===== src/rtl/key_remap_if.sv =====
// Signal bundle between the note-key front end and the remap table:
// physical keys and learn controls in, logical notes and prompt/learn status out.
interface key_remap_if #(
    parameter int NOTES    = 7,
    parameter int IDX_BITS = 3
);
    logic [NOTES-1:0]    note_key;
    logic                learn_start;
    logic                confirm;
    logic                learn_abort;
    logic                factory_reset;
    logic                prompt_busy;
    logic [NOTES-1:0]    trans_note;
    logic                prompt_req;
    logic [IDX_BITS-1:0] prompt_note;
    logic                learning;
    logic [IDX_BITS-1:0] learn_idx;
    logic                reject;
    logic                done;

    modport master (
        output note_key, learn_start, confirm, learn_abort, factory_reset, prompt_busy,
        input  trans_note, prompt_req, prompt_note, learning, learn_idx, reject, done
    );

    modport slave (
        input  note_key, learn_start, confirm, learn_abort, factory_reset, prompt_busy,
        output trans_note, prompt_req, prompt_note, learning, learn_idx, reject, done
    );
endinterface


===== src/rtl/key_remap_table.sv =====
// Physical-to-logical note key remap table with a prompted learn sequence.
// A new table is built in a shadow copy and only replaces the live map once all notes are bound.
module key_remap_table #(
    parameter int NOTES          = 7,
    parameter int IDX_BITS       = 3,
    parameter int TIMEOUT_CYCLES = 500000000
) (
    input logic       clk,
    input logic       rst_n,
    key_remap_if.slave bus
);
    localparam int CNT_W = (TIMEOUT_CYCLES > 1) ? $clog2(TIMEOUT_CYCLES) : 1;

    typedef enum logic [1:0] {
        IDLE,
        PROMPT,
        WAIT_KEY,
        COMMIT
    } state_t;

    state_t state, next_state;

    logic [IDX_BITS-1:0] map    [NOTES];
    logic [IDX_BITS-1:0] shadow [NOTES];
    logic [NOTES-1:0]    used;
    logic [IDX_BITS-1:0] learn_idx;
    logic [CNT_W-1:0]    wait_cnt;
    logic [NOTES-1:0]    trans_note_p1;
    logic                reject_p1;
    logic                done_p1;

    logic [NOTES-1:0]    lookup;
    logic [IDX_BITS-1:0] key_idx;
    logic                key_ok;
    logic                timeout;
    logic                do_start, do_factory, do_abort, do_bind, do_reject, do_commit, cnt_clr;

    always_comb begin
        lookup = '0;
        for (int p = 0; p < NOTES; p++) begin
            if (bus.note_key[p]) lookup = lookup | (NOTES'(1) << map[p]);
        end
    end

    always_comb begin
        key_idx = '0;
        for (int p = 0; p < NOTES; p++) begin
            if (bus.note_key[p]) key_idx = IDX_BITS'(p);
        end
        key_ok = $onehot(bus.note_key) && !used[key_idx];
    end

    // A zero TIMEOUT_CYCLES leaves the session waiting for a key indefinitely.
    assign timeout = (TIMEOUT_CYCLES != 0) && (wait_cnt == CNT_W'(TIMEOUT_CYCLES - 1));

    always_ff @(posedge clk or negedge rst_n) begin
        if (!rst_n) state <= IDLE;
        else        state <= next_state;
    end

    always_comb begin
        next_state = state;
        do_start   = 1'b0;
        do_factory = 1'b0;
        do_abort   = 1'b0;
        do_bind    = 1'b0;
        do_reject  = 1'b0;
        do_commit  = 1'b0;
        cnt_clr    = 1'b0;
        case (state)
            IDLE: begin
                if (bus.learn_start) begin
                    do_start   = 1'b1;
                    next_state = PROMPT;
                end else if (bus.factory_reset) begin
                    do_factory = 1'b1;
                end
            end
            PROMPT: begin
                if (bus.learn_abort) begin
                    do_abort   = 1'b1;
                    next_state = IDLE;
                end else begin
                    cnt_clr    = 1'b1;
                    next_state = WAIT_KEY;
                end
            end
            WAIT_KEY: begin
                if (bus.learn_abort || timeout) begin
                    do_abort   = 1'b1;
                    next_state = IDLE;
                end else if (bus.confirm && !bus.prompt_busy) begin
                    if (key_ok) begin
                        do_bind    = 1'b1;
                        next_state = (learn_idx == IDX_BITS'(NOTES - 1)) ? COMMIT : PROMPT;
                    end else begin
                        do_reject  = 1'b1;
                        cnt_clr    = 1'b1;
                    end
                end
            end
            COMMIT: begin
                if (bus.learn_abort) begin
                    do_abort   = 1'b1;
                    next_state = IDLE;
                end else begin
                    do_commit  = 1'b1;
                    next_state = IDLE;
                end
            end
            default: next_state = IDLE;
        endcase
    end

    always_ff @(posedge clk or negedge rst_n) begin
        if (!rst_n) begin
            for (int p = 0; p < NOTES; p++) begin
                map[p]    <= IDX_BITS'(p);
                shadow[p] <= '0;
            end
            used          <= '0;
            learn_idx     <= '0;
            wait_cnt      <= '0;
            trans_note_p1 <= '0;
            reject_p1     <= 1'b0;
            done_p1       <= 1'b0;
        end else begin
            trans_note_p1 <= (state == IDLE) ? lookup : '0;
            reject_p1     <= do_reject;
            done_p1       <= do_commit;

            if (cnt_clr)               wait_cnt <= '0;
            else if (state == WAIT_KEY) wait_cnt <= wait_cnt + CNT_W'(1);

            if (do_start) begin
                for (int p = 0; p < NOTES; p++) shadow[p] <= '0;
                used      <= '0;
                learn_idx <= '0;
            end
            if (do_factory) begin
                for (int p = 0; p < NOTES; p++) map[p] <= IDX_BITS'(p);
            end
            if (do_abort) learn_idx <= '0;
            if (do_bind) begin
                shadow[key_idx] <= learn_idx;
                used[key_idx]   <= 1'b1;
                learn_idx       <= learn_idx + IDX_BITS'(1);
            end
            // Whole table swaps in one edge, so the live map is never half-learned.
            if (do_commit) begin
                for (int p = 0; p < NOTES; p++) map[p] <= shadow[p];
                learn_idx <= '0;
            end
        end
    end

    assign bus.learning    = (state != IDLE);
    assign bus.trans_note  = bus.learning ? '0 : trans_note_p1;
    assign bus.prompt_req  = (state == PROMPT);
    assign bus.prompt_note = learn_idx;
    assign bus.learn_idx   = learn_idx;
    assign bus.reject      = reject_p1;
    assign bus.done        = done_p1;
endmodule


===== src/flat_wrapper.sv =====
// flat-port wrapper written by rule: the top's interface ports become plain ports
module key_remap_table_flat 
#(
    parameter int NOTES          = 7,
    parameter int IDX_BITS       = 3,
    parameter int TIMEOUT_CYCLES = 500000000
)
  (clk, rst_n, bus_note_key, bus_learn_start, bus_confirm, bus_learn_abort, bus_factory_reset, bus_prompt_busy, bus_trans_note, bus_prompt_req, bus_prompt_note, bus_learning, bus_learn_idx, bus_reject, bus_done);
  key_remap_if #(.NOTES(NOTES), .IDX_BITS(IDX_BITS)) bus_i ();
  input logic clk;
  input logic rst_n;
  input wire logic [$bits(bus_i.note_key)-1:0] bus_note_key;
  input wire logic [$bits(bus_i.learn_start)-1:0] bus_learn_start;
  input wire logic [$bits(bus_i.confirm)-1:0] bus_confirm;
  input wire logic [$bits(bus_i.learn_abort)-1:0] bus_learn_abort;
  input wire logic [$bits(bus_i.factory_reset)-1:0] bus_factory_reset;
  input wire logic [$bits(bus_i.prompt_busy)-1:0] bus_prompt_busy;
  output wire logic [$bits(bus_i.trans_note)-1:0] bus_trans_note;
  output wire logic [$bits(bus_i.prompt_req)-1:0] bus_prompt_req;
  output wire logic [$bits(bus_i.prompt_note)-1:0] bus_prompt_note;
  output wire logic [$bits(bus_i.learning)-1:0] bus_learning;
  output wire logic [$bits(bus_i.learn_idx)-1:0] bus_learn_idx;
  output wire logic [$bits(bus_i.reject)-1:0] bus_reject;
  output wire logic [$bits(bus_i.done)-1:0] bus_done;
  assign bus_i.note_key = bus_note_key;
  assign bus_i.learn_start = bus_learn_start;
  assign bus_i.confirm = bus_confirm;
  assign bus_i.learn_abort = bus_learn_abort;
  assign bus_i.factory_reset = bus_factory_reset;
  assign bus_i.prompt_busy = bus_prompt_busy;
  assign bus_trans_note = bus_i.trans_note;
  assign bus_prompt_req = bus_i.prompt_req;
  assign bus_prompt_note = bus_i.prompt_note;
  assign bus_learning = bus_i.learning;
  assign bus_learn_idx = bus_i.learn_idx;
  assign bus_reject = bus_i.reject;
  assign bus_done = bus_i.done;
  key_remap_table #(.NOTES(NOTES), .IDX_BITS(IDX_BITS), .TIMEOUT_CYCLES(TIMEOUT_CYCLES)) u_core (.clk(clk), .rst_n(rst_n), .bus(bus_i));
endmodule

===== config.mk =====
export PLATFORM = sky130hd
export DESIGN_NAME = key_remap_table_flat
export DESIGN_NICKNAME = d
export VERILOG_FILES = /design/src/rtl/key_remap_if.sv /design/src/rtl/key_remap_table.sv /design/src/flat_wrapper.sv
export SDC_FILE = /design/constraint.sdc
export NUM_CORES = 1
export LEC_CHECK = 0
export CAP_MARGIN = 5
export CORE_UTILIZATION = 40
export DETAILED_ROUTE_END_ITERATION = 10
export GPL_TIMING_DRIVEN = 0
export SYNTH_ARGS = -nofsm -noshare
export SYNTH_HDL_FRONTEND = slang
export SYNTH_SLANG_ARGS = --single-unit

===== constraint.sdc =====
create_clock -name clk -period 2.7 [get_ports clk]
set_clock_uncertainty 0.15 [all_clocks]
set_input_delay 0.405 -clock clk [delete_from_list [all_inputs] [get_ports clk]]
set_output_delay 0.405 -clock clk [all_outputs]
set_load 0.03 [all_outputs]

==> results of run 1 <==
final cells by class:
class | count | area [um^2]
timing repair buffer | 46 | 460
sequential | 92 | 2310
multi-input combinational | 360 | 2550
clock inverter | 6 | 71.3
fill | 1143 | 6050
tap | 168 | 210
buffer | 21 | 139
inverter | 20 | 77.6
clock buffer | 10 | 239
how the worst max path moves through the flow:
| stage | start | to | slack (ns) | depth (start not counted) |
|---|---|---|---|---|
| 2_1_floorplan | bus_note_key[3] | u_core.shadow[12] | -0.69 | 13 |
| 3_3_place_gp | rst_n | u_core.bus.reject | -2.38 | 1 |
| 3_5_place_dp | bus_note_key[2] | u_core.shadow[9] | -1.76 | 11 |
| 4_1_cts | bus_note_key[3] | u_core.shadow[9] | -0.62 | 15 |
| 5_1_grt | bus_note_key[3] | u_core.shadow[15] | -0.79 | 14 |
| 6_report | bus_note_key[0] | u_core.shadow[17] | -0.70 | 12 |
metrics by stage:
| step | instance area (um^2) | util, % | TNS, ns | total power, mW | worst slack [ns] |
|---|---|---|---|---|---|
| floorplan | 5050 | - | -29.01 | 3.07 | -0.693 |
| detailed placement | 5580 | 46.1 | -93.14 | 3.58 | -1.76 |
| global route | 6060 | 50.0 | -39.80 | 5.17 | -0.786 |
| finish | 6060 | 50.0 | -33.52 | 4.87 | -0.698 |
| CTS | 6020 | 49.7 | -29.72 | 4.91 | -0.623 |
| global placement | 5560 | 45.9 | -301.09 | 3.54 | -2.38 |
Yosys cell counts (5+ instances only):
cell type,count,area (um^2)
a21oi_1,6,30.0
a22o_1,11,96.3
and2_1,7,43.8
buf_4,5,37.5
clkbuf_1,9,33.8
dfrtp_1,83,2080
dfstp_2,9,236
ha_1,13,163
inv_1,17,63.8
mux2i_1,23,230
nand2_1,55,206
nand2b_1,11,68.8
nand3_1,14,70.1
nand4_1,11,68.8
nand4b_1,8,70.1
nor2_1,48,180
nor2b_1,5,31.3
nor3_1,22,110
nor3b_1,14,105
nor4_1,7,43.8
o21ai_0,7,35.0
o22a_1,9,78.8
xnor2_1,14,123
xor2_1,15,131
power groups by stage:
stage | Combinational (mW) | Sequential, mW | Clock, mW
after CTS | 1.51 | 2.06 | 1.34
after detailed placement | 1.50 | 2.09 | 0
after global placement | 1.46 | 2.07 | 0
after floorplan | 1.07 | 2.00 | 0
final | 1.50 | 2.07 | 1.31
after global routing | 1.66 | 2.12 | 1.39
registers in the layout (all words and copies together) (netlist names), 2 cells and up:
name	count
u_core.wait_cnt	29
u_core.bus.learn_idx	3
u_core.state	2
u_core.used	7
u_core.trans_note_p1	7
u_core.shadow	21
u_core.map	21
critical path: stages:
cell,delay [ns]
clkbuf_4,0.16
ha_4,0.25
fa_1,0.53
ha_2,0.19
fa_2,0.41
nand4b_1,0.28
a311oi_2,0.36
nand4_1,0.16
buf_6,0.19
nor4_4,0.19
buf_4,0.18
mux2i_1,0.19
routing by layer:
layer | track usage [%] | up-vias | part of all wire (%)
li1 | - | 1873 | -
met1 | 26.4 | 1909 | 47
met2 | 32.8 | 92 | 48
met3 | 2.92 | 17 | 4.0
met4 | 7.89 | 0 | 1.7
met5 | 0 | - | 0
cells by family (layout without fill, tap and decap cells):
family                     after synthesis  after routing  share of synthesized area (%)
and+or+nand+nor                        225            225                           24.9
DFF                                     92             92                           46.3
AOI/OAI and AO/OA                       66             66                           10.2
buffers and inverters                   43            103                           4.16
xor gates and xnor gates                29             29                           5.09
muxes                                   24             24                           4.84
adders and majority gates               16             16                           4.46
repair_timing:
item / in CTS / in global routing
setup endpoints to repair: 70 / 64
hold endpoints to repair: 16 / 0
gates resized for setup: 50 / 9
pin swaps: 11 / 6
setup buffers: 12 / 3
hold buffers: 1 / 0
==> run metrics, run 1 <==
outcome=complete, but fails checks; failing checks=setup timing; Comb power frac=30.7%; r2r worst-path depth=8; WP data required=~2.8 ns; pin count of the biggest net entering global routing=73; antenna violations before repair=0; Async SR Flop Fraction=100%; Yosys reg bits=92; commonest non-fill, non-tap cell in the layout=dfrtp_1; Clk pwr share=between 20% and 30%; Main synth FF type=dfrtp_1; Final HPWL DP=between 8000 and 9000 um; max-slew violations=0; Synth Instances=~500; Flop pwr share=between 40% and 50%; Initial Utilization=~41%; CP Max Fanout=5; register area share after synthesis=between 40 and 50%; slack of the critical path=-0.698 ns; r2r endpoint=u_core.used[5]; # diodes=0; Max Cap Viol=0; via-per-instance ratio=between 5 and 6; maximum clock frequency=between 200 and 300 MHz; Switching Fraction=~36%; RSZ-0062 raised after global routing=true; PwrDens=approximately 800 mW/mm^2; Max Buffers Root-to-Sink=2; NetSw=1.75 mW; Syn Nets=525; CTS clk-pin slew, worst paths=around 0.06 ns; Internal=3.12 mW; total track usage=roughly a fifth; Iteration-0 DRC Markers=roughly 270; Max-slew headroom=approximately a third; Yosys warning count=0; syn_area_per_cell=slightly above 10 um^2; placer congestion estimate=~0.91; hold path startpoint=u_core.used[1]; Placed Cells=694; drt wl/cell=16.5 um; Static Leakage=2.63 nW; die height=114 um; Clock Latency Late Sink=about 0.35 ns; min cycle time layout=~3.4 ns; largest vdd supply drop=~0.33 mV; Top Ports=31; Netlist cell types=62; drt first pass iters=4; Reg2Reg Setup Slack=-0.06 ns; post-route ant nets=0; Tightest Pin Transition=between 0.9 and 1 ns; reg2reg start=u_core.wait_cnt[12]; first-pass GRT wire length=slightly below 20000 um; FP Rows=40; most frequent cells in the layout=83 x dfrtp_1, 54 x nand2_1, 48 x nor2_1; period utilization=126%; port bufs=30; Residual DRC=0; Critical Path Sink Type=flip-flop; WS Path Type=in -> reg; Vias=3891; CTS tree=built; share of cells above drive strength 1=between 10% and 20%; vias in the first global route=approximately 3800; Hold Crit Depth=1; post-synthesis cell area=around 0.005 mm^2; Hold Violations, Final=0; endpoints failing setup=63; synth-to-layout area growth=21.4%; die width=~110 um; Critical Path Start Type=input pin; grt total ovfl=0; root buf cell=clkbuf_16; htree depth=3; nets=580; hold_ws=between 0.3 and 0.4 ns; core area=approximately 0.012 mm^2; Hold Path Sink=u_core.used[1]; number of synthesized flops with an enable pin=0; routed wire length=~12000 um; fin cells=slightly above 700; die area=0.0129 mm^2; Sink Count=between 90 and 100; WP data arrival=approximately 3.5 ns; Worst Hold Class=reg -> reg; total CTS buffers=9
Power figures use the tool's default switching activity.
==> inputs of run 2 (changes only) <==
--- a/config.mk
+++ b/config.mk
@@ -7,6 +7,7 @@
 export LEC_CHECK = 0
 export CAP_MARGIN = 5
 export CORE_UTILIZATION = 40
+export CTS_BUF_LIST = sky130_fd_sc_hd__clkbuf_8
 export DETAILED_ROUTE_END_ITERATION = 10
 export GPL_TIMING_DRIVEN = 0
 export SYNTH_ARGS = -nofsm -noshare
==> run metrics, run 2 (synthesis gave the netlist of run 1 again) <==
pin count of the biggest net entering global routing=73; Tightest Pin Transition=between 0.9 and 1 ns; WS Path Type=in -> reg; synth-to-layout area growth=19.4%; core area=approximately 0.012 mm^2; CTS tree=built; multi-input logic area=0.00255 mm^2; total track usage=19.7%; slack of the critical path=-0.679 ns; CTS clk-pin slew, worst paths=0.09 ns; endpoints failing setup=63; root buf cell=clkbuf_8; commonest non-fill, non-tap cell in the layout=dfrtp_1; max-slew violations=0; Placed Cells=roughly 700; PwrDens=around 760 mW/mm^2; Max Cap Viol=0; antenna violations before repair=0; Top Ports=31; # diodes=0; outcome=complete, but fails checks; Comb power frac=33.0%; placer congestion estimate=~0.91; most frequent cells in the layout=83 x dfrtp_1, 54 x nand2_1, 48 x nor2_1; Reg with most FFs=u_core.wait_cnt; failing checks=setup timing; NetSw=approximately 1.7 mW; Critical Path Sink Type=flip-flop; WP data required=between 2 and 3 ns; crit-path cells=clkbuf_4 -> ha_4 -> fa_1 -> ha_2 -> fa_2 -> nand4b_1 -> a311oi_2 -> nand4_1 -> buf_6 -> nor4_4 -> buf_4 -> mux2i_1; Critical Path Start Type=input pin; CP Max Fanout=5; Flop pwr share=approximately 45%; hold_ws=about 0.32 ns; Max-slew headroom=around 36%; Worst Hold Class=in -> async; fill cell count=1157; Internal=2.83 mW; WP data arrival=approximately 3.5 ns; Sink Count=92; design area=approximately 0.006 mm^2; Final TNS setup=-31.66 ns; RSZ-0062 raised after global routing=true; Hold Violations, Final=0; Worst path max stage delay=0.53 ns; nets=between 500 and 600; Iteration-0 DRC Markers=~280; largest vdd supply drop=about 0.31 mV; die height=about 110 um; max FFs per register=29; drt wl/cell=16.4 um; port bufs=30; die area=0.0129 mm^2; Final HPWL DP=8720 um; share of cells above drive strength 1=15.7%; critical path's slowest cell=fa_1; Clock Latency Late Sink=0.38 ns; Switching Fraction=between 30% and 40%; Static Leakage=2.58 nW; maximum clock frequency=between 200 and 300 MHz; post-route ant nets=0; Max Buffers Root-to-Sink=2; period utilization=125%; placed cell area=around 0.0056 mm^2; Initial Utilization=41.2%; total power=around 4.5 mW; grt total ovfl=0; min cycle time layout=3.38 ns; Top Registers=u_core.wait_cnt (29), u_core.map (21), u_core.shadow (21); Sequential Area=approximately 0.0023 mm^2; die width=between 100 and 150 um; htree depth=3; total CTS buffers=9; Clk pwr share=21.6%; vias in the first global route=between 3000 and 4000; Vias=just under 4000; via-per-instance ratio=~5.3; drt first pass iters=4; Residual DRC=0; routed wire length=11900 um; fin cells=between 700 and 800; first-pass GRT wire length=about 20000 um; FP Rows=40
-- run 2: what timing repair did --
item,CTS,global route
hold buffers,1,0
buffers inserted,12,3
endpoints found under the setup margin,70,64
pin swaps,11,6
gates resized for setup,50,10
hold endpoints to repair,16,0
gates cloned,0,0
-- run 2: cell type report --
cell class              instances  share of cell area (%)
clock inverters                 6                    1.20
clock buffers                  10                    2.31
flip-flops and latches         92                    38.8
repair buffers                 46                    7.72
well taps                     168                    3.52
plain buffers                  21                    2.33
multi-input cells             360                    42.8
inverters                      20                    1.30
-- run 2: power groups by stage --
stage               Clock [mW]  Sequential, mW  Combinational, mW
floorplan                    0            2.00               1.07
global placement             0            2.07               1.46
detailed placement           0            2.09               1.50
CTS                       1.01            2.06               1.51
global route              1.06            2.12               1.66
finish                   0.981            2.06               1.50
-- run 2: final timing paths --
kind	from	endpoint	slack, ns	depth (start not counted)
min in group clk	u_core.used[1]	u_core.used[1]	0.34	1
worst max register to register	u_core.wait_cnt[12]	u_core.used[5]	-0.09	8
max in group asynchronous	rst_n	u_core.map[2]	1.41	3
worst min-delay path	rst_n	u_core.shadow[10]	0.32	2
worst min register to register	u_core.used[1]	u_core.used[1]	0.34	1
worst max-delay path	bus_note_key[0]	u_core.shadow[15]	-0.68	12
-- run 2: routing by layer --
| layer | vias up | part of all wire, % | global-route usage [%] |
|---|---|---|---|
| met2 | 81 | 48 | 32.4 |
| met5 | - | 0 | 0 |
| met1 | 1904 | 48 | 26.3 |
| met4 | 0 | 1.1 | 6.32 |
| li1 | 1866 | - | - |
| met3 | 10 | 3.1 | 3.88 |
-- run 2: worst max-delay path, delay by kind of cell --
| family | cells | cell delay [ns] |
|---|---|---|
| and+or+nand+nor | 3 | 0.63 |
| adders and majority gates | 4 | 1.38 |
| buffers and inverters | 3 | 0.53 |
| muxes | 1 | 0.19 |
| AOI/OAI and AO/OA | 1 | 0.36 |
-- run 2: per-stage QoR --
step	setup slack, ns	utilization [%]
5_1_grt	-0.746	49.2
2_1_floorplan	-0.693	-
3_5_place_dp	-1.76	46.1
3_3_place_gp	-2.38	45.9
6_report	-0.679	49.2
4_1_cts	-0.587	48.9
==> inputs of run 3 (changes only) <==
--- a/config.mk
+++ b/config.mk
@@ -9,6 +9,7 @@
 export CORE_UTILIZATION = 40
 export CTS_BUF_LIST = sky130_fd_sc_hd__clkbuf_8
 export DETAILED_ROUTE_END_ITERATION = 10
+export DONT_BUFFER_PORTS = 1
 export GPL_TIMING_DRIVEN = 0
 export SYNTH_ARGS = -nofsm -noshare
 export SYNTH_HDL_FRONTEND = slang
==> run metrics, run 3 (synthesis gave the netlist of run 1 again) <==
outcome=complete, but fails checks; failing checks=setup timing; period utilization=116%; maximum clock frequency=around 320 MHz; WS Path Type=in -> reg; max-slew violations=0; synth-to-layout area growth=16.1%; # diodes=0; Clock Latency Late Sink=about 0.38 ns; die height=about 110 um; Sink Count=roughly 90; Final TNS setup=-19.35 ns; Top Ports=31; Hold Violations, Final=0; nets=roughly 560; largest vdd supply drop=approximately 0.43 mV; Max Buffers Root-to-Sink=2; CP Max Fanout=4; most frequent cells in the layout=83 x dfrtp_1, 53 x nand2_1, 37 x nor2_1; WP data arrival=about 3.3 ns; max FFs per register=29; Worst Hold Class=in -> reg; Vias=approximately 3800; placer congestion estimate=~0.88; Max-slew headroom=between 30% and 40%; die width=between 100 and 150 um; total track usage=between 20 and 25%; first-pass GRT wire length=around 20000 um; routed wire length=approximately 12000 um; total CTS buffers=9; FP Rows=40; Critical Path Sink Type=flip-flop; min cycle time layout=roughly 3.1 ns; pin count of the biggest net entering global routing=93; endpoints failing setup=62; RSZ-0062 raised after global routing=true; share of cells above drive strength 1=between 10% and 20%; htree depth=3; drt wl/cell=~18 um; Max Cap Viol=0; port bufs=0; Static Leakage=2.46 nW; vias in the first global route=roughly 3800; drt first pass iters=5; Residual DRC=0; core area=roughly 0.012 mm^2; slack of the critical path=-0.440 ns; root buf cell=clkbuf_8; commonest non-fill, non-tap cell in the layout=dfrtp_1; post-route ant nets=0; worst slack, placed=-1.09 ns; Reg with most FFs=u_core.wait_cnt; CTS clk-pin slew, worst paths=about 0.1 ns; Final HPWL DP=between 8000 and 9000 um; antenna violations before repair=0; die area=0.0129 mm^2; Critical Path Start Type=input pin; grt total ovfl=0; Top Registers=u_core.wait_cnt (29), u_core.map (21), u_core.shadow (21); Iteration-0 DRC Markers=250; via-per-instance ratio=5.48; Initial Utilization=~41%; PwrDens=slightly below 800 mW/mm^2; CTS tree=built; WP data required=2.85 ns; Tightest Pin Transition=around 1.0 ns
## run 3: cell types whose count changed in the layout (fill, tap and decap cells not counted), sizes merged
| cell | change |
|---|---|
| clkbuf | -3 |
| dlygate4sd2 | -9 |
| clkinvlp | +1 |
| buf | +5 |
| dlymetal6s2s | -1 |
| clkdlybuf4s15 | -1 |
| clkdlybuf4s50 | -14 |
## run 3: path summary, 6_finish.rpt
path	start	to	slack (ns)	depth (start not counted)
worst max-delay path	bus_note_key[3]	u_core.shadow[11]	-0.44	13
worst min-delay path	bus_learn_abort	u_core.state[1]	0.05	2
worst max register to register	u_core.wait_cnt[12]	u_core.used[2]	-0.08	8
worst min register to register	u_core.used[5]	u_core.used[5]	0.33	1
max in group asynchronous	rst_n	u_core.map[3]	1.52	2
min in group asynchronous	rst_n	u_core.wait_cnt[19]	0.47	2
## run 3: timing repair
item / CTS / global route
setup endpoints to repair: 62 / 76
cloned: 2 / 0
pin swaps: 10 / 1
setup buffers: 15 / 6
hold endpoints to repair: 92 / 0
hold buffers: 2 / 0
resized for setup: 33 / 12
## run 3: routing by layer
metal	wire length, um	global-route usage (%)	vias up
met3	684	5.26	13
met4	135	5.35	0
met2	6070	34.8	94
li1	-	-	1828
met1	5400	26.7	1906
met5	0	0	-
## run 3: area by class of cell
cell class / instances / area [um^2]
Sequential cell: 92 / 2310
Multi-Input combinational cell: 360 / 2600
Clock buffer: 9 / 124
Tap cell: 168 / 210
Inverter: 20 / 81.3
Clock inverter: 7 / 68.8
Buffer: 20 / 131
Timing Repair Buffer: 25 / 267
Fill cell: 1176 / 6310
## run 3: metrics by stage
| stage | power (mW) | instance area (um^2) | utilization (%) | cells | hold WS (ns) |
|---|---|---|---|---|---|
| after floorplan | 3.07 | 5050 | - | 495 | -0.0406 |
| after global placement | 3.38 | 5260 | 43.4 | 663 | -0.0355 |
| after detailed placement | 3.43 | 5260 | 43.4 | 663 | -0.0353 |
| after CTS | 4.55 | 5700 | 47.1 | 695 | 0.0379 |
| after global routing | 4.84 | 5800 | 47.9 | 701 | 0.0373 |
| final | 4.54 | 5800 | 47.9 | 701 | 0.0541 |
## run 3: power breakdown
group,switching [mW],internal (mW),total [mW]
clock,0.495,0.426,0.921
sequential,0.340,1.74,2.08
combinational,0.910,0.632,1.54
## run 3: critical path, cell delays in order
cell	delay, ns
buf_12	0.10
inv_4	0.04
ha_4	0.18
fa_1	0.43
ha_2	0.21
fa_2	0.44
nand4b_1	0.27
a311oi_2	0.29
nand4_1	0.15
buf_6	0.18
nor4_4	0.20
buf_4	0.19
mux2i_1	0.18
